==> src/rtl/uart_param_pkg.sv <==
// rtl/uart_param_pkg.sv - shared constants, FSM state types and baud divisor helper for uart_param
package uart_param_pkg;

    localparam int PAR_NONE = 0;
    localparam int PAR_ODD  = 1;
    localparam int PAR_EVEN = 2;

    typedef enum logic [2:0] {
        TX_IDLE,
        TX_START,
        TX_DATA,
        TX_PARITY,
        TX_STOP
    } tx_state_t;

    typedef enum logic [2:0] {
        RX_IDLE,
        RX_START,
        RX_DATA,
        RX_PARITY,
        RX_STOP
    } rx_state_t;

    // Clocks per 16x oversampling tick, rounded down and never below one
    function automatic int calc_divisor(input int clk_freq, input int baud);
        int d;
        d = clk_freq / (baud * 16);
        if (d < 1) begin
            d = 1;
        end
        return d;
    endfunction

endpackage

==> src/rtl/uart_baud_gen.sv <==
// rtl/uart_baud_gen.sv - 16x oversampling tick generator with synchronous clear
module uart_baud_gen #(
    parameter int DIV = 1
) (
    input  logic clk,
    input  logic rst,
    input  logic clear,
    output logic tick
);

    localparam int CW = (DIV > 1) ? $clog2(DIV) : 1;
    localparam logic [CW-1:0] LAST = CW'(DIV - 1);

    logic [CW-1:0] cnt;

    // Free-running 0..DIV-1 counter; clear restarts the period so bit timing aligns to the triggering event
    always_ff @(posedge clk or posedge rst) begin
        if (rst) begin
            cnt <= '0;
        end else if (clear || cnt == LAST) begin
            cnt <= '0;
        end else begin
            cnt <= cnt + CW'(1);
        end
    end

    assign tick = (cnt == LAST);

endmodule

==> src/rtl/uart_param.sv <==
// rtl/uart_param.sv - parameterised UART transmitter and receiver; UART_PARAM_RX_MAJORITY_EN selects 2-of-3 RX bit voting
module uart_param #(
    parameter int CLK_FREQ  = 1000000,
    parameter int BAUD      = 9600,
    parameter int DATA_BITS = 8,
    parameter int PARITY    = 0,
    parameter int STOP_BITS = 1
) (
    input  logic                 clk,
    input  logic                 rst,
    input  logic                 tx_start,
    input  logic [DATA_BITS-1:0] tx_in,
    output logic                 tx,
    output logic                 tx_busy,
    output logic                 tx_done,
    input  logic                 rx,
    output logic [DATA_BITS-1:0] rx_out,
    output logic                 rx_done,
    output logic                 rx_parity_err,
    output logic                 rx_frame_err
);

    import uart_param_pkg::*;

    localparam int DIV = calc_divisor(CLK_FREQ, BAUD);
    localparam logic [2:0] LAST_DATA = 3'(DATA_BITS - 1);
    localparam logic [2:0] LAST_STOP = 3'(STOP_BITS - 1);
    localparam logic PAR_INV = (PARITY == PAR_ODD);
    localparam bit HAS_PAR = (PARITY != PAR_NONE);

`ifdef UART_PARAM_RX_MAJORITY_EN
    // Vote is resolved on the third of the three sample ticks
    localparam logic [3:0] SAMPLE_AT = 4'd8;
`else
    localparam logic [3:0] SAMPLE_AT = 4'd7;
`endif

    // ---------------- transmitter ----------------
    tx_state_t            tx_state;
    logic [3:0]           tx_tick_cnt;
    logic [2:0]           tx_bit_cnt;
    logic [DATA_BITS-1:0] tx_shreg;
    logic                 tx_par;
    logic                 tx_tick;
    logic                 tx_accept;

    assign tx_accept = (tx_state == TX_IDLE) && tx_start;

    uart_baud_gen #(.DIV(DIV)) u_tx_baud (
        .clk   (clk),
        .rst   (rst),
        .clear (tx_accept),
        .tick  (tx_tick)
    );

    // TX frame sequencer: one bit period is 16 ticks; tx is updated at each bit boundary
    always_ff @(posedge clk or posedge rst) begin
        if (rst) begin
            tx_state    <= TX_IDLE;
            tx          <= 1'b1;
            tx_busy     <= 1'b0;
            tx_done     <= 1'b0;
            tx_shreg    <= '0;
            tx_par      <= 1'b0;
            tx_tick_cnt <= '0;
            tx_bit_cnt  <= '0;
        end else begin
            tx_done <= 1'b0;
            if (tx_state == TX_IDLE) begin
                if (tx_start) begin
                    tx_shreg    <= tx_in;
                    tx_par      <= (^tx_in) ^ PAR_INV;
                    tx_tick_cnt <= '0;
                    tx_bit_cnt  <= '0;
                    tx          <= 1'b0;
                    tx_busy     <= 1'b1;
                    tx_state    <= TX_START;
                end
            end else if (tx_tick) begin
                tx_tick_cnt <= tx_tick_cnt + 4'd1;
                if (tx_tick_cnt == 4'd15) begin
                    case (tx_state)
                        TX_START: begin
                            tx       <= tx_shreg[0];
                            tx_shreg <= tx_shreg >> 1;
                            tx_state <= TX_DATA;
                        end
                        TX_DATA: begin
                            if (tx_bit_cnt == LAST_DATA) begin
                                tx_bit_cnt <= '0;
                                if (HAS_PAR) begin
                                    tx       <= tx_par;
                                    tx_state <= TX_PARITY;
                                end else begin
                                    tx       <= 1'b1;
                                    tx_state <= TX_STOP;
                                end
                            end else begin
                                tx_bit_cnt <= tx_bit_cnt + 3'd1;
                                tx         <= tx_shreg[0];
                                tx_shreg   <= tx_shreg >> 1;
                            end
                        end
                        TX_PARITY: begin
                            tx       <= 1'b1;
                            tx_state <= TX_STOP;
                        end
                        default: begin
                            if (tx_bit_cnt == LAST_STOP) begin
                                tx_bit_cnt <= '0;
                                tx_busy    <= 1'b0;
                                tx_done    <= 1'b1;
                                tx_state   <= TX_IDLE;
                            end else begin
                                tx_bit_cnt <= tx_bit_cnt + 3'd1;
                            end
                        end
                    endcase
                end
            end
        end
    end

    // ---------------- receiver ----------------
    rx_state_t            rx_state;
    logic [3:0]           rx_tick_cnt;
    logic [2:0]           rx_bit_cnt;
    logic [DATA_BITS-1:0] rx_shreg;
    logic                 rx_par;
    logic                 rx_meta;
    logic                 rx_sync;
    logic                 rx_prev;
    logic                 rx_tick;
    logic                 rx_fall;
    logic                 rx_bit;

    // Two-flop synchronizer plus one history flop for falling-edge detection; idle line is high
    always_ff @(posedge clk or posedge rst) begin
        if (rst) begin
            rx_meta <= 1'b1;
            rx_sync <= 1'b1;
            rx_prev <= 1'b1;
        end else begin
            rx_meta <= rx;
            rx_sync <= rx_meta;
            rx_prev <= rx_sync;
        end
    end

    assign rx_fall = (rx_state == RX_IDLE) && rx_prev && !rx_sync;

    uart_baud_gen #(.DIV(DIV)) u_rx_baud (
        .clk   (clk),
        .rst   (rst),
        .clear (rx_fall),
        .tick  (rx_tick)
    );

`ifdef UART_PARAM_RX_MAJORITY_EN
    logic [1:0] rx_early;

    // Capture the samples at ticks 7 and 8; tick 9 supplies the third vote live
    always_ff @(posedge clk or posedge rst) begin
        if (rst) begin
            rx_early <= '0;
        end else if (rx_tick && rx_tick_cnt == 4'd6) begin
            rx_early[0] <= rx_sync;
        end else if (rx_tick && rx_tick_cnt == 4'd7) begin
            rx_early[1] <= rx_sync;
        end
    end

    assign rx_bit = (rx_early[0] & rx_early[1]) | (rx_early[0] & rx_sync) | (rx_early[1] & rx_sync);
`else
    assign rx_bit = rx_sync;
`endif

    // RX frame sequencer: sample mid-bit, advance at bit boundaries, finish early at the first stop sample
    always_ff @(posedge clk or posedge rst) begin
        if (rst) begin
            rx_state      <= RX_IDLE;
            rx_tick_cnt   <= '0;
            rx_bit_cnt    <= '0;
            rx_shreg      <= '0;
            rx_par        <= 1'b0;
            rx_out        <= '0;
            rx_done       <= 1'b0;
            rx_parity_err <= 1'b0;
            rx_frame_err  <= 1'b0;
        end else begin
            rx_done <= 1'b0;
            if (rx_state == RX_IDLE) begin
                if (rx_fall) begin
                    rx_tick_cnt <= '0;
                    rx_bit_cnt  <= '0;
                    rx_state    <= RX_START;
                end
            end else if (rx_tick) begin
                rx_tick_cnt <= rx_tick_cnt + 4'd1;
                if (rx_tick_cnt == SAMPLE_AT) begin
                    case (rx_state)
                        RX_START: begin
                            if (rx_bit) begin
                                rx_state <= RX_IDLE;
                            end
                        end
                        RX_DATA: begin
                            rx_shreg <= {rx_bit, rx_shreg[DATA_BITS-1:1]};
                        end
                        RX_PARITY: begin
                            rx_par <= rx_bit;
                        end
                        default: begin
                            rx_out        <= rx_shreg;
                            rx_done       <= 1'b1;
                            rx_parity_err <= HAS_PAR && (rx_par != ((^rx_shreg) ^ PAR_INV));
                            rx_frame_err  <= !rx_bit;
                            rx_state      <= RX_IDLE;
                        end
                    endcase
                end else if (rx_tick_cnt == 4'd15) begin
                    case (rx_state)
                        RX_START: begin
                            rx_state <= RX_DATA;
                        end
                        RX_DATA: begin
                            if (rx_bit_cnt == LAST_DATA) begin
                                rx_bit_cnt <= '0;
                                rx_state   <= HAS_PAR ? RX_PARITY : RX_STOP;
                            end else begin
                                rx_bit_cnt <= rx_bit_cnt + 3'd1;
                            end
                        end
                        RX_PARITY: begin
                            rx_state <= RX_STOP;
                        end
                        default: ;
                    endcase
                end
            end
        end
    end

endmodule

==> config.mk <==
export PLATFORM = sky130hd
export DESIGN_NAME = uart_param
export DESIGN_NICKNAME = d
export VERILOG_FILES = /design/src/rtl/uart_param_pkg.sv /design/src/rtl/uart_baud_gen.sv /design/src/rtl/uart_param.sv
export SDC_FILE = /design/constraint.sdc
export NUM_CORES = 1
export LEC_CHECK = 0
export CAP_MARGIN = 40
export CELL_PAD_IN_SITES_DETAIL_PLACEMENT = 0
export CELL_PAD_IN_SITES_GLOBAL_PLACEMENT = 1
export CORE_MARGIN = 3
export CORE_UTILIZATION = 41
export CTS_CLUSTER_SIZE = 30
export DETAILED_ROUTE_END_ITERATION = 6
export PLACE_DENSITY_LB_ADDON = 0.1
export SYNTH_ARGS = -nofsm -noshare
export SYNTH_HDL_FRONTEND = slang
export SYNTH_SLANG_ARGS = --single-unit
export TNS_END_PERCENT = 1
==> constraint.sdc <==
create_clock -name clk -period 1.7 [get_ports clk]
set_input_delay 0.34 -clock clk [delete_from_list [all_inputs] [get_ports clk]]
set_output_delay 0.34 -clock clk [all_outputs]
set_load 0.005 [all_outputs]
=== After elaboration in Yosys (flattened, before gate mapping) ===
Cells that the tools add are included.

* Add/sub/neg operators: 6
* Equal/unequal tests: 23
* Muxes and demuxes: 65
* Bitwise gates (word level): 2
* Reductions and logical operators: 35

{| class="wikitable"
|+ Operator list
! cell !! number
|-
| $mux 3 || 28
|-
| $mux 8 || 5
|-
| $mux 4 || 6
|-
| $mux 1 || 20
|-
| $reduce_and 5->1 || 4
|-
| $pmux 3 s3 || 2
|-
| $pmux 8 s2 || 1
|-
| $reduce_and 4->1 || 4
|-
| $add 3x1->3 const B || 4
|-
| $eq 3x2->1 const B || 4
|-
| $eq 3x3->1 const B || 4
|-
| $pmux 3 s2 || 2
|-
| $reduce_bool 2->1 || 6
|-
| $reduce_bool 5->1 || 2
|-
| $logic_not 3->1 || 3
|-
| $ne 3x3->1 const B || 3
|-
| $add 4x1->4 const B || 2
|-
| $eq 4x4->1 const B || 2
|-
| $ne 4x4->1 const B || 2
|-
| $reduce_and 7->1 || 1
|-
| $eq 3x1->1 const B || 2
|-
| $ne 2x1->1 const B || 3
|-
| $reduce_bool 3->1 || 2
|-
| $reduce_or 3->1 || 2
|-
| other kinds (10) || 17
|}

* Register bits: 58
* Input port bits: 12
* Output and inout port bits: 14
* Logic and storage cells: 150

=== Logic depth before layout (Yosys ltp) ===
Gate-level depths: netlist of the first run.

* Depth after elaboration: 7
* Gate-level depth with buffers: 6
* Gate-level depth less buffers: 6

=== Hierarchy ===
Synthesis of the first run repeated with hierarchy kept, for this count alone.

* Cell total of the unflattened synthesis: 260
* Area total of the unflattened synthesis: 2,772.7 sq um

{| class="wikitable"
|+ Modules (own cells, without submodules)
! module !! instances !! cells an instance !! area an instance (sq um) !! sequential area each (sq um)
|-
| uart_param || 1 || 232 || 2,474.9 || 1,306.3
|-
| uart_baud_gen || 2 || 14 || 148.9 || 75.1
|}

=== Least setup slack after synthesis of the first run ===
OpenSTA, ideal clock, no wires.

* Path type: reg2reg
* Start point: register u_rx_baud.cnt[1]
* End point: register rx_state[2]
* Library setup time: 0.125 ns
* Arrival: 1.617 ns
* Required time: 1.575 ns
* Path slack: -0.042 ns
* Stages on the path, launching flop included: 7
* Clock period less this slack: 1.742 ns
* Path through: dfrtp_1 -> inv_1 -> ha_1 -> o311a_1 -> a31oi_2 -> or3_4 -> mux2_4

* Cells in the longest elaborated chain, start to end: 3

{| class="wikitable"
|+ RTL lines
! item !! RTL line !! RTL
|-
| start, declared || uart_baud_gen.sv:14 || <nowiki>logic [CW-1:0] cnt;</nowiki>
|-
| start signal, assigned || uart_baud_gen.sv:23 || <nowiki>cnt <= cnt + CW'(1);</nowiki>
|-
| $eq 3x3->1 || uart_baud_gen.sv:27 || <nowiki>assign tick = (cnt == LAST);</nowiki>
|-
| $reduce_bool 2->1 (no line) || n/a ||
|-
| $reduce_and 7->1 (no line) || n/a ||
|-
| end signal, assigned || uart_param.sv:229 || <nowiki>rx_state <= HAS_PAR ? RX_PARITY : RX_STOP;</nowiki>
|-
| end, declared || uart_param.sv:125 || <nowiki>rx_state_t rx_state;</nowiki>
|}

Every way passes these cells.
A chain may end at the register's enable or synchronous reset.

=== Worst setup path after layout of the first run ===
Ends and elaborated chain as after synthesis.

==> flow_summary.ini, run 1 <==
[flow_run]
drv_cap = 0

[timing]
rsz0062_at_grt = yes
timing.fmax_ghz = 0.595
fin_crit_sh_pct = 98.8
slew_viol_final = 0
hold-worst-slack_ns = 0.322
setup_violations = 0
setup_tns_ns = 0
skew_ns = 0.00492
hold_viol_final = 0
period_minus_slack_ns = 1.68
worst_slack_ns = 0.0199

[critical_path]
crit_path_top_delay_cell = or3_4
cp-end-kind = flop
crit_arrival_ns = 1.89
start_kind = flop
crit_family = simple AND/OR/NAND/NOR gates
path_buf_inv = 1
path_cells = inv_2 > ha_4 > o311a_4 > a31oi_2 > or3_4 > mux2_4
criticalPathCategory = reg -> reg
required_ns = 1.91
max_stage_delay_ns = 0.41
crit_fanout = 4
reg2reg_slack_ns = 0.02

[logic_synthesis]
avgSynthCellArea_sq_um = 12.1
ys_ff_latch = 58
synth_cell_types = 50
synth_warnings = 0
synth_area_leader_cell = dfrtp_1
synth_fp_nets = 252
synth_cells = 229
synthTopCellsByCount = dfrtp_1, mux2_2, nor2_1
yosys.area.top_type_share_pct = 48.9
synth_area_sq_mm = 0.00276
synth.most_common_cell = dfrtp_1
ys_async_sr_fraction_pct = 100
synth_ff_type = dfrtp_1
synth_edf_count = 0
synth_area_leaders = dfrtp_1, mux2_2, ha_1
ys_seq_area_share_pct = 52.7

[floorplan]
start_util_pct = 42.8
boundaryPins = 26
core.rowCount = 29
core-area_sq_mm = 0.00646
dieArea_sq_mm = 0.00776
die_w_um = 88.1
die_h_um = 88.1

[placed_design]
pre_cts_slack_ns = -0.116
dpl_cell_area_sq_mm = 0.00335
gp_congestion = 0.798
dp_hpwl_um = 3810
place_inst = 358
port_buffers = 24

[detailed_routing]
drt_iter0_drc = 35
avgViaCountPerCell = 5.07
wl_per_cell_um = 13.8
vias = 1896
drt_wl_total_um = 5150
drc = 0
drt_pass1_iterations = 4
drtAntennaViolNets = 0

[pwr]
p_switching_mw = 1.52
power.density_mw_per_mm2 = 1350
internal_power_mw = 3.42
netSwitchingFraction_pct = 30.8
ir_worst_vdd_v = 0.000898
pwr-share-seq_pct = 39.4
p_leak_nw = 1.71
p_clk_share_pct = 27.8
p_total_mw = 4.94
power_frac_comb_pct = 32.8

[finish]
finish.instance_area_sq_mm = 0.00366
regArea_sq_mm = 0.00146
fillers = 572
multi_input_area_sq_mm = 0.00129
final_nets = 315
diodes = 0
fin_cells = 374
area_growth_pct = 32.4
finalCoreUtilization_pct = 56.6
layout-drive-gt1-share_pct = 39.7

[clock_network]
cts_root_buf = clkbuf_8
h-tree-depth = 3
cts-buffers-inserted = 9
ctsHoldBuffers = 0
cts_tree = yes
clk_latency_ns = 0.33
clockBufferDepth = 2
path_clk_slew_ns = 0.07
clkSinkCount = 58

[grt]
grt_antenna_before_repair = 0
grt_pass1_vias = 1927
grt_usage_pct = 15.0
grt_pass1_wl_um = 8780
grt_remaining_overflow = 0
grt_max_degree = 21

[status]
status = finished clean

[hold_path]
hold_path.class = in -> async
## final cells by class
| cell class | instances | area share, % |
|---|---|---|
| multi-input cells | 150 | 35.4 |
| flip-flops and latches | 58 | 39.9 |
| clock buffers | 9 | 3.39 |
| inverters | 13 | 1.44 |
| clock inverters | 7 | 2.56 |
| well taps | 77 | 2.63 |
| repair buffers | 60 | 14.7 |
## final timing paths
check	startpoint	depth (start not counted)	end
max in group asynchronous	rst	3	tx$_DFFE_PP1P_
max reg2reg	u_rx_baud.cnt[1]$_DFF_PP0_	6	rx_state[2]$_DFFE_PP0P_
min in group clk	rx_meta$_DFF_PP1_	0	rx_bit$_DFF_PP1_
min reg2reg	rx_meta$_DFF_PP1_	0	rx_bit$_DFF_PP1_
min	rst	2	tx_shreg[5]$_DFFE_PP0P_
max	u_rx_baud.cnt[1]$_DFF_PP0_	6	rx_state[2]$_DFFE_PP0P_
## cell usage in the layout, fill, tap and decap left out, types with 4 or more instances in the layout
cell,instances
clkdlybuf4s50_1,23
buf_4,33
nor2_1,16
a21oi_1,4
dfstp_2,4
nand2_1,15
dfrtp_1,52
clkbuf_8,9
inv_1,11
ha_1,7
o21ai_0,9
mux2_2,36
## state kept, by name, indices dropped and copies added, names as in the netlist
register	flops
rx_bit_cnt	3
rx_frame_err	1
u_rx_baud.cnt	3
rx_meta	1
tx_tick_cnt	4
rx_prev	1
tx_done	1
rx_tick_cnt	4
tx_shreg	8
rx_shreg	8
rx_done	1
rx_out	8
tx_bit_cnt	3
tx_state	3
rx_bit	1
tx	1
u_tx_baud.cnt	3
rx_state	3
tx_busy	1
## cell families (layout without fill, tap and decap cells)
group | after synthesis | after routing | share of synthesized area [%]
other | 1 | 1 | 0.136
adder cells (fa/ha/maj) | 11 | 11 | 4.98
flip-flops | 58 | 58 | 52.7
XOR/XNOR | 4 | 4 | 1.27
buffers and inverters | 21 | 89 | 3.53
AND/OR/NAND/NOR | 63 | 63 | 12.8
AO/OA/AOI/OAI | 31 | 31 | 8.29
multiplexers | 40 | 40 | 16.3
## routing by layer
| metal | vias to the layer above | track usage (%) | wire length [um] | part of all wire (%) |
|---|---|---|---|---|
| met5 | - | 0 | 0 | 0 |
| met4 | 0 | 6.59 | 85 | 1.7 |
| met3 | 8 | 4.52 | 149 | 2.9 |
| met2 | 21 | 24.6 | 2610 | 51 |
| met1 | 927 | 18.4 | 2300 | 45 |
| li1 | 940 | - | - | - |
## power by group through the flow
stage / clock network, mW / registers (mW) / logic [mW]
finish: 1.37 / 1.95 / 1.62
global route: 1.49 / 1.99 / 1.84
floorplan: 0 / 1.92 / 1.01
global placement: 0 / 1.94 / 1.53
detailed placement: 0 / 1.94 / 1.54
CTS: 1.42 / 1.92 / 1.58
## timing repair
action | 4_1_cts | 5_1_grt
pin swaps | 0 | 5
gates resized for setup | 7 | 16
endpoints found under the setup margin | 16 | 28
buffers inserted | 0 | 0
No activity file was read; power rests on OpenSTA's default activity.
==> run 2, diff against run 1 <==
--- a/config.mk
+++ b/config.mk
@@ -12,8 +12,9 @@
 export CORE_UTILIZATION = 41
 export CTS_CLUSTER_SIZE = 30
 export DETAILED_ROUTE_END_ITERATION = 6
+export MAX_ROUTING_LAYER = met4
 export PLACE_DENSITY_LB_ADDON = 0.1
 export SYNTH_ARGS = -nofsm -noshare
 export SYNTH_HDL_FRONTEND = slang
 export SYNTH_SLANG_ARGS = --single-unit
-export TNS_END_PERCENT = 1
+export TNS_END_PERCENT = 30
==> flow_summary.ini, run 2 (synthesis results as in run 1) <==
[critical_path]
crit_fanout = 4
criticalPathCategory = reg -> reg
rr_endpoint = rx_state[2]$_DFFE_PP0P_
crit_path_top_delay_cell = or3_4
required_ns = 1.92
reg2regPathDepth = 6
cp-startpoint = u_rx_baud.cnt[1]$_DFF_PP0_
rr_startpoint = u_rx_baud.cnt[1]$_DFF_PP0_
cp-end-kind = flop
reg2reg_slack_ns = 0.006
crit_arrival_ns = 1.91
path_cells = inv_2 > ha_4 > o311a_4 > a31oi_2 > or3_4 > mux2_4
max_stage_delay_ns = 0.41
start_kind = flop

[detailed_routing]
drtAntennaViolNets = 0
drt_pass1_iterations = 4
avgViaCountPerCell = 5.15
vias = 1948
drt_wl_total_um = 5310
drt_iter0_drc = 32
drc = 0
wl_per_cell_um = 14.1

[floorplan]
boundaryPins = 26
dieArea_sq_mm = 0.00776
die_w_um = 88.1
core-area_sq_mm = 0.00646
core.rowCount = 29
start_util_pct = 42.8
die_h_um = 88.1

[timing]
hold-worst-slack_ns = 0.320
setup_violations = 0
rsz0062_at_grt = yes
slew_viol_final = 0
hold_viol_final = 0
timing.fmax_ghz = 0.590
period_minus_slack_ns = 1.69
setup_tns_ns = 0
worst_slack_ns = 0.00626
fin_crit_sh_pct = 99.6
skew_ns = 0.00601

[grt]
grt_remaining_overflow = 0
grt_pass1_vias = 1927
grt_pass1_wl_um = 8800
grt_antenna_before_repair = 0
grt_max_degree = 21
grt_usage_pct = 15.5

[pwr]
p_leak_nw = 1.73
p_switching_mw = 1.57
p_total_mw = 5.05
netSwitchingFraction_pct = 31.2
power.density_mw_per_mm2 = 1350
pwr-share-seq_pct = 38.9
internal_power_mw = 3.48
ir_worst_vdd_v = 0.000902
p_clk_share_pct = 27.3
power_frac_comb_pct = 33.9

[finish]
finalCoreUtilization_pct = 57.7
mostFrequentLayoutCells = dfrtp_1, buf_4, mux2_2, clkdlybuf4s50_1, nor2_1
area_growth_pct = 34.9
reg_top3 = rx_out: 8 flops, rx_shreg: 8 flops, tx_shreg: 8 flops
fin_cells = 378
regArea_sq_mm = 0.00146
finish.instance_area_sq_mm = 0.00373
final_common_cell = dfrtp_1
final_nets = 319
layout-drive-gt1-share_pct = 41.5
fillers = 561
diodes = 0
multi_input_area_sq_mm = 0.00134

[placed_design]
dp_hpwl_um = 3810
gp_congestion = 0.809
port_buffers = 24
dpl_cell_area_sq_mm = 0.00335
place_inst = 358
pre_cts_slack_ns = -0.116

[clock_network]
path_clk_slew_ns = 0.07
cts-buffers-inserted = 9
clockBufferDepth = 2
ctsHoldBuffers = 0
clkSinkCount = 58
h-tree-depth = 3
clk_latency_ns = 0.33
cts_tree = yes
cts_root_buf = clkbuf_8

[flow_run]
drv_cap = 0

[hold_path]
hold_path.class = in -> async

[status]
status = finished clean
run 2: metal layers:
| metal | wire length, um | share of wire [%] | GRT usage [%] |
|---|---|---|---|
| met1 | 2360 | 44 | 18.5 |
| met3 | 142 | 2.7 | 4.52 |
| met5 | 0 | 0 | - |
| met2 | 2720 | 51 | 24.5 |
| met4 | 86 | 1.6 | 6.59 |
run 2: layout make-up:
type / instances / share of cell area [%]
Sequential cell: 58 / 39.1
Multi-Input combinational cell: 150 / 35.8
Timing Repair Buffer: 64 / 15.2
Clock buffer: 9 / 3.32
Tap cell: 77 / 2.58
Clock inverter: 7 / 2.52
Inverter: 13 / 1.41
run 2: worst max path at each step:
stage               slack (ns)                      end
finish                   0.006  rx_state[2]$_DFFE_PP0P_
global placement         -0.10           tx$_DFFE_PP1P_
CTS                     -0.007  rx_state[2]$_DFFE_PP0P_
floorplan                -0.04  rx_state[2]$_DFFE_PP0P_
detailed placement       -0.12           tx$_DFFE_PP1P_
global route             -0.03  rx_state[2]$_DFFE_PP0P_
run 2: critical path, delay by kind of cell (launching register included):
kind            cells  cell delay [ns]
compound gates      2             0.25
fa+ha+maj           1             0.15
buf+inv             1             0.07
flops               1             0.39
mux                 1             0.30
simple gates        1             0.41
run 2: what timing repair did:
action                                  4_1_cts  5_1_grt
pin swaps                                     0        8
endpoints found under the setup margin       16       28
resized for setup                             7       22
setup buffers                                 0        4
cloned                                        0        0
run 2: power by group through the flow:
stage	clock, mW	sequential [mW]	combinational, mW
2_1_floorplan	0	1.92	1.01
3_3_place_gp	0	1.94	1.53
3_5_place_dp	0	1.94	1.54
4_1_cts	1.42	1.92	1.58
5_1_grt	1.49	2.00	1.94
6_report	1.38	1.96	1.71
==> run 3, diff against run 2 <==
--- a/config.mk
+++ b/config.mk
@@ -10,10 +10,12 @@
 export CELL_PAD_IN_SITES_GLOBAL_PLACEMENT = 1
 export CORE_MARGIN = 3
 export CORE_UTILIZATION = 41
+export CTS_CLUSTER_DIAMETER = 80
 export CTS_CLUSTER_SIZE = 30
 export DETAILED_ROUTE_END_ITERATION = 6
 export MAX_ROUTING_LAYER = met4
 export PLACE_DENSITY_LB_ADDON = 0.1
+export SLEW_MARGIN = 20
 export SYNTH_ARGS = -nofsm -noshare
 export SYNTH_HDL_FRONTEND = slang
 export SYNTH_SLANG_ARGS = --single-unit
==> results of run 3 <==
The final DEF is identical to that of run 2; final timing and power are the same.
==> variant 1, RTL diff (settings of run 3) <==
Re-encode `rx_state_t` (5 states) as one-hot, 5 bits wide.
--- a/src/rtl/uart_param_pkg.sv
+++ b/src/rtl/uart_param_pkg.sv
@@ -13,12 +13,12 @@
         TX_STOP
     } tx_state_t;
 
-    typedef enum logic [2:0] {
-        RX_IDLE,
-        RX_START,
-        RX_DATA,
-        RX_PARITY,
-        RX_STOP
+    typedef enum logic [4:0] {
+        RX_IDLE   = 5'b00001,
+        RX_START  = 5'b00010,
+        RX_DATA   = 5'b00100,
+        RX_PARITY = 5'b01000,
+        RX_STOP   = 5'b10000
     } rx_state_t;
 
     // Clocks per 16x oversampling tick, rounded down and never below one
Function: no difference found for any inputs over 10 cycles, from zero or initial values and one cycle with rst high; not proved beyond that.
==> variant 1 against run 3 <==
- the flow now finishes with violations (negative setup slack)
- die area increased by 2.7%
- worst setup slack got worse by 260 ps
- via count increased by 4.7%
- sequential power decreased by 9%
- synthesized area increased by 2.9%
- routed wire length increased by 4.9%
- utilization increased by 2.9 points
- combinational power decreased by 5%
- sequential cell count increased by 1
- design area increased by 6.1%
- final cell count increased by 9.8%
- hold slack improved by 37 ps
- power decreased by 0.79%
- critical path type unchanged
- largest power group unchanged
==> variant 1: results (changes against run 3) <==
Setup path
  • Startpoint of the worst register-to-register path: rx_state[2]$_DFFE_PP0P_ (was u_rx_baud.cnt[1]$_DFF_PP0_)
  • R2r worst-path depth: 4 (was 6)
  • Delay of the slowest cell on the worst path: 470 ps (was 410 ps)
  • Family of cells with the greatest summed delay on the critical path: compound AO/OA/AOI/OAI gates (was simple AND/OR/NAND/NOR gates)
  • Data arrival time of the worst path: 2170 ps (was 1910 ps)
  • Reg2Reg Setup Slack: -250 ps (was 6 ps)

Power and ir drop
  • Total power: 5.008 mW (was 5.048 mW)
  • Switching part of the total power: 29.86% (was 31.16%)
  • Seq. pwr: 1.79 mW (was 1.96 mW)
  • Part of the total power dissipated in combinational logic: 32.3% (was 33.9%)

Global routing
  • Met3 GRT Util: 3.410% (was 4.516%)
  • Global-route wire length before repair: 9570 um (was 8797 um)
  • Tot GR Track Use: 16.28% (was 15.51%)
  • Number of global-route vias before repair: 2076 (was 1927)
  • Maximum number of pins on one net before global-route repair: 60 (was 21)

STA
  • Post-route worst setup slack: -251.0 ps (was 6.257 ps)
  • Final-report setup violation count: 23 (was 0)
  • Final Skew: 5.961 ps (was 6.009 ps)
  • Worst Hold Slack: 357.4 ps (was 320.0 ps)

Layout
  • Layout Nets: 356 (was 319)
  • Multi-input combinational gate total: 173 (was 150)
  • Count of inverters not on the clock network in the layout: 10 (was 13)
  • Layout buffering overhead excluding clock cells: 18.05% (was 15.23%)
  • Non-clk bufs: 80 (was 64)
  • Cell Count, Final, Fillers Out: 415 (was 378)
  • Share of final layout cell area taken by clock buffers and inverters: 6.260% (was 5.839%)

Synthesis
  • Register area share after synthesis: 52.11% (was 52.69%)
  • Leading post-synthesis cells by instance count: dfrtp_1 (54), nand2_1 (35), mux2_2 (23) (was dfrtp_1 (54), mux2_2 (36), nor2_1 (18))
  • Number of unique standard cell types used by synthesis: 49 (was 50)
  • Syn Nets: 275 (was 252)
  • Ranking of synthesized cells by area: dfrtp_1 (47%), mux2_2 (9.1%), ha_1 (4.8%) (was dfrtp_1 (49%), mux2_2 (15%), ha_1 (5.0%))

Run status
  • Run status: finished with violations (was complete, no violations)
  • Violated checks: negative setup slack

Route
  • Detailed-routed wire length on met3: 138 um (was 142 um)
  • Met2 wire length: 2636 um (was 2723 um)
  • Met1 Wirelength: 2711 um (was 2361 um)
  • Vias per Instance: 4.913 (was 5.153)
  • First DRT Iteration DRCs: 49 (was 32)

Placement
  • Number of cells in the design after placement: 396 (was 358)
  • Weighted congestion at the end of routability-driven global placement: 0.8099 (was 0.8091)
  • HPWL Detailed: 3940 um (was 3808 um)
==> variant 1: timing repair <==
item                       CTS  global route
setup endpoints to repair   38            40
setup buffers                2             1
pin swaps                    5             5
resized for setup           12             8
gates cloned                 0             0
==> variant 1: logic make-up (layout without fill, tap and decap cells) <==
family / Yosys count / count (layout) / synth area share [%]
AOI/OAI and AO/OA: 32 / 32 / 7.916
xor gates and xnor gates: 3 / 3 / 0.9237
adders and majority gates: 11 / 11 / 4.837
buffers and inverters: 20 / 106 / 3.386
DFF: 59 / 59 / 52.11
muxes: 35 / 35 / 14.69
other: 1 / 1 / 0.1318
and+or+nand+nor: 91 / 91 / 16.01
==> variant 1: stage by stage <==
stage          cell area [um2]  TNS, ps
3_3_place_gp              3618   -11080
3_5_place_dp              3618   -11080
5_1_grt                   3958    -5504
6_report                  3958    -3823
2_1_floorplan             2935    -9157
4_1_cts                   3933    -4209
==> variant 2, RTL diff (config.mk and constraints of run 3) <==
Without the edit above. The option `UART_PARAM_RX_MAJORITY_EN` is turned on by a define.
--- a/src/rtl/uart_param.sv
+++ b/src/rtl/uart_param.sv
@@ -1,4 +1,6 @@
 // rtl/uart_param.sv - parameterised UART transmitter and receiver; UART_PARAM_RX_MAJORITY_EN selects 2-of-3 RX bit voting
+`define UART_PARAM_RX_MAJORITY_EN
+
 module uart_param #(
     parameter int CLK_FREQ  = 1000000,
     parameter int BAUD      = 9600,
Formal check against the unedited RTL: same outputs for any inputs over 10 cycles, from zero or initial values and one cycle with rst high; that may be too few to reach the edited logic, so the function may still have changed.
==> variant 2 against run 3 <==
- the run now ends with negative setup slack left
- utilization rose by 1.7 points
- worst setup slack got worse by 73 ps
- sequential power rose by 5%
- design area rose by 3.5%
- clock skew barely moved
- synthesized area rose by 1.5%
- via count rose by 0.46%
- power fell by 4.2%
- sequential cell count rose by 2
- routed wire length rose by 0.85%
- critical path type unchanged
- critical endpoint unchanged
==> variant 2: results (changes against run 3) <==
Run status
  • Run status: finished with violations (was complete, no violations)
  • Violated checks: negative setup slack

STA
  • Final-report setup violation count: 4 (was 0)
  • Sum of negative setup slack: -74.38 ps (was 0 ps)
  • Final Skew: 6.190 ps (was 6.009 ps)
  • Post-route worst setup slack: -66.50 ps (was 6.257 ps)
  • Worst Hold Slack: 329.0 ps (was 320.0 ps)

Layout
  • Fraction of layout cells with a size suffix above 1: 41.14% (was 41.53%)
  • Layout Nets: 336 (was 319)
  • Count of filler cells inserted in the layout: 553 (was 561)

Placement
  • Post-DP Area: 3482 um2 (was 3351 um2)
  • Number of cells in the design after placement: 371 (was 358)
  • HPWL Detailed: 3781 um (was 3808 um)
  • Worst-case setup slack after placement: -56.28 ps (was -115.6 ps)
  • Weighted congestion at the end of routability-driven global placement: 0.8038 (was 0.8091)

Synthesis
  • Fraction of synthesis flops using an asynchronous set or reset pin: 100.0% (unchanged)
  • Warnings, synthesis: 0 (unchanged)
  • Most instantiated flip-flop cell in the synthesis netlist: dfrtp_1 (unchanged)
  • Syn Nets: 259 (was 252)
  • Register area share after synthesis: 53.68% (was 52.69%)
  • Leading post-synthesis cells by instance count: dfrtp_1 (56), mux2_2 (37), nor2_1 (19) (was dfrtp_1 (54), mux2_2 (36), nor2_1 (18))
  • Post-synthesis average cell area: 11.99 um2 (was 12.07 um2)
  • Ranking of synthesized cells by area: dfrtp_1 (50%), mux2_2 (15%), ha_1 (5.8%) (was dfrtp_1 (49%), mux2_2 (15%), ha_1 (5.0%))
  • Number of unique standard cell types used by synthesis: 49 (was 50)

Route
  • Routed vias: 1957 (was 1948)
  • Average routed wire per standard cell: 13.63 um (was 14.06 um)
  • Vias per Instance: 4.980 (was 5.153)
  • First DRT Iteration DRCs: 57 (was 32)

Power and ir drop
  • Clock-net power: 1.14 mW (was 1.38 mW)
  • Reported leakage power: 1.817 nW (was 1.734 nW)
  • Worst supply voltage drop on vdd: 0.0008647 V (was 0.0009022 V)
  • Total combinational power: 1.64 mW (was 1.71 mW)
  • P_sw: 1.566 mW (was 1.573 mW)
  • Total power: 4.838 mW (was 5.048 mW)

Setup path
  • Crit path max fanout: 4 (unchanged)
  • R2r worst-path depth: 5 (was 6)
  • Data arrival time of the worst path: 1990 ps (was 1910 ps)
  • Slowest library cell on the worst path: dfrtp_1 (was or3_4)
  • Crit. Startpoint: rx_state[1]$_DFFE_PP0P_ (was u_rx_baud.cnt[1]$_DFF_PP0_)
  • Delay of the slowest cell on the worst path: 440 ps (was 410 ps)
  • Reg2Reg Setup Slack: -70 ps (was 6 ps)

Clocking
  • Quantity of hold-fixing buffers added after cts: 0 (unchanged)
  • Number of instances resized during post-cts repair: 9 (was 7)
  • Post-CTS Setup Bufs: 2 (was 0)

Global routing
  • Global-route wire length before repair: 8976 um (was 8797 um)
  • Maximum number of pins on one net before global-route repair: 28 (was 21)
  • Tot GR Track Use: 15.44% (was 15.51%)
[variant 2: kinds of logic (layout without fill, tap and decap cells)]
kind of cell               count (synthesis)  in the layout  synth area share, %
other                                      1              1               0.1336
adders and majority gates                 14             14                6.153
muxes                                     40             40                15.92
xor gates and xnor gates                   5              5                1.560
and+or+nand+nor                           65             65                11.59
DFF                                       60             60                53.68
buffers and inverters                     20            102                2.943
AOI/OAI and AO/OA                         29             29                8.026
[variant 2: metal layers]
metal	global-route usage [%]	up-vias	routed length (um)
li1	-	983	-
met1	18.44	944	2365
met2	23.68	21	2760
met3	3.259	9	114
met4	9.615	0	117
met5	-	-	0
[variant 2: area by class of cell]
type | count | area (um2) | share of cell area [%]
repair buffers | 72 | 690.7 | 17.89
well taps | 77 | 96.34 | 2.496
clock inverters | 7 | 52.55 | 1.361
flip-flops and latches | 60 | 1508 | 39.06
inverters | 14 | 56.30 | 1.459
clock buffers | 9 | 123.9 | 3.209
multi-input cells | 154 | 1333 | 34.52
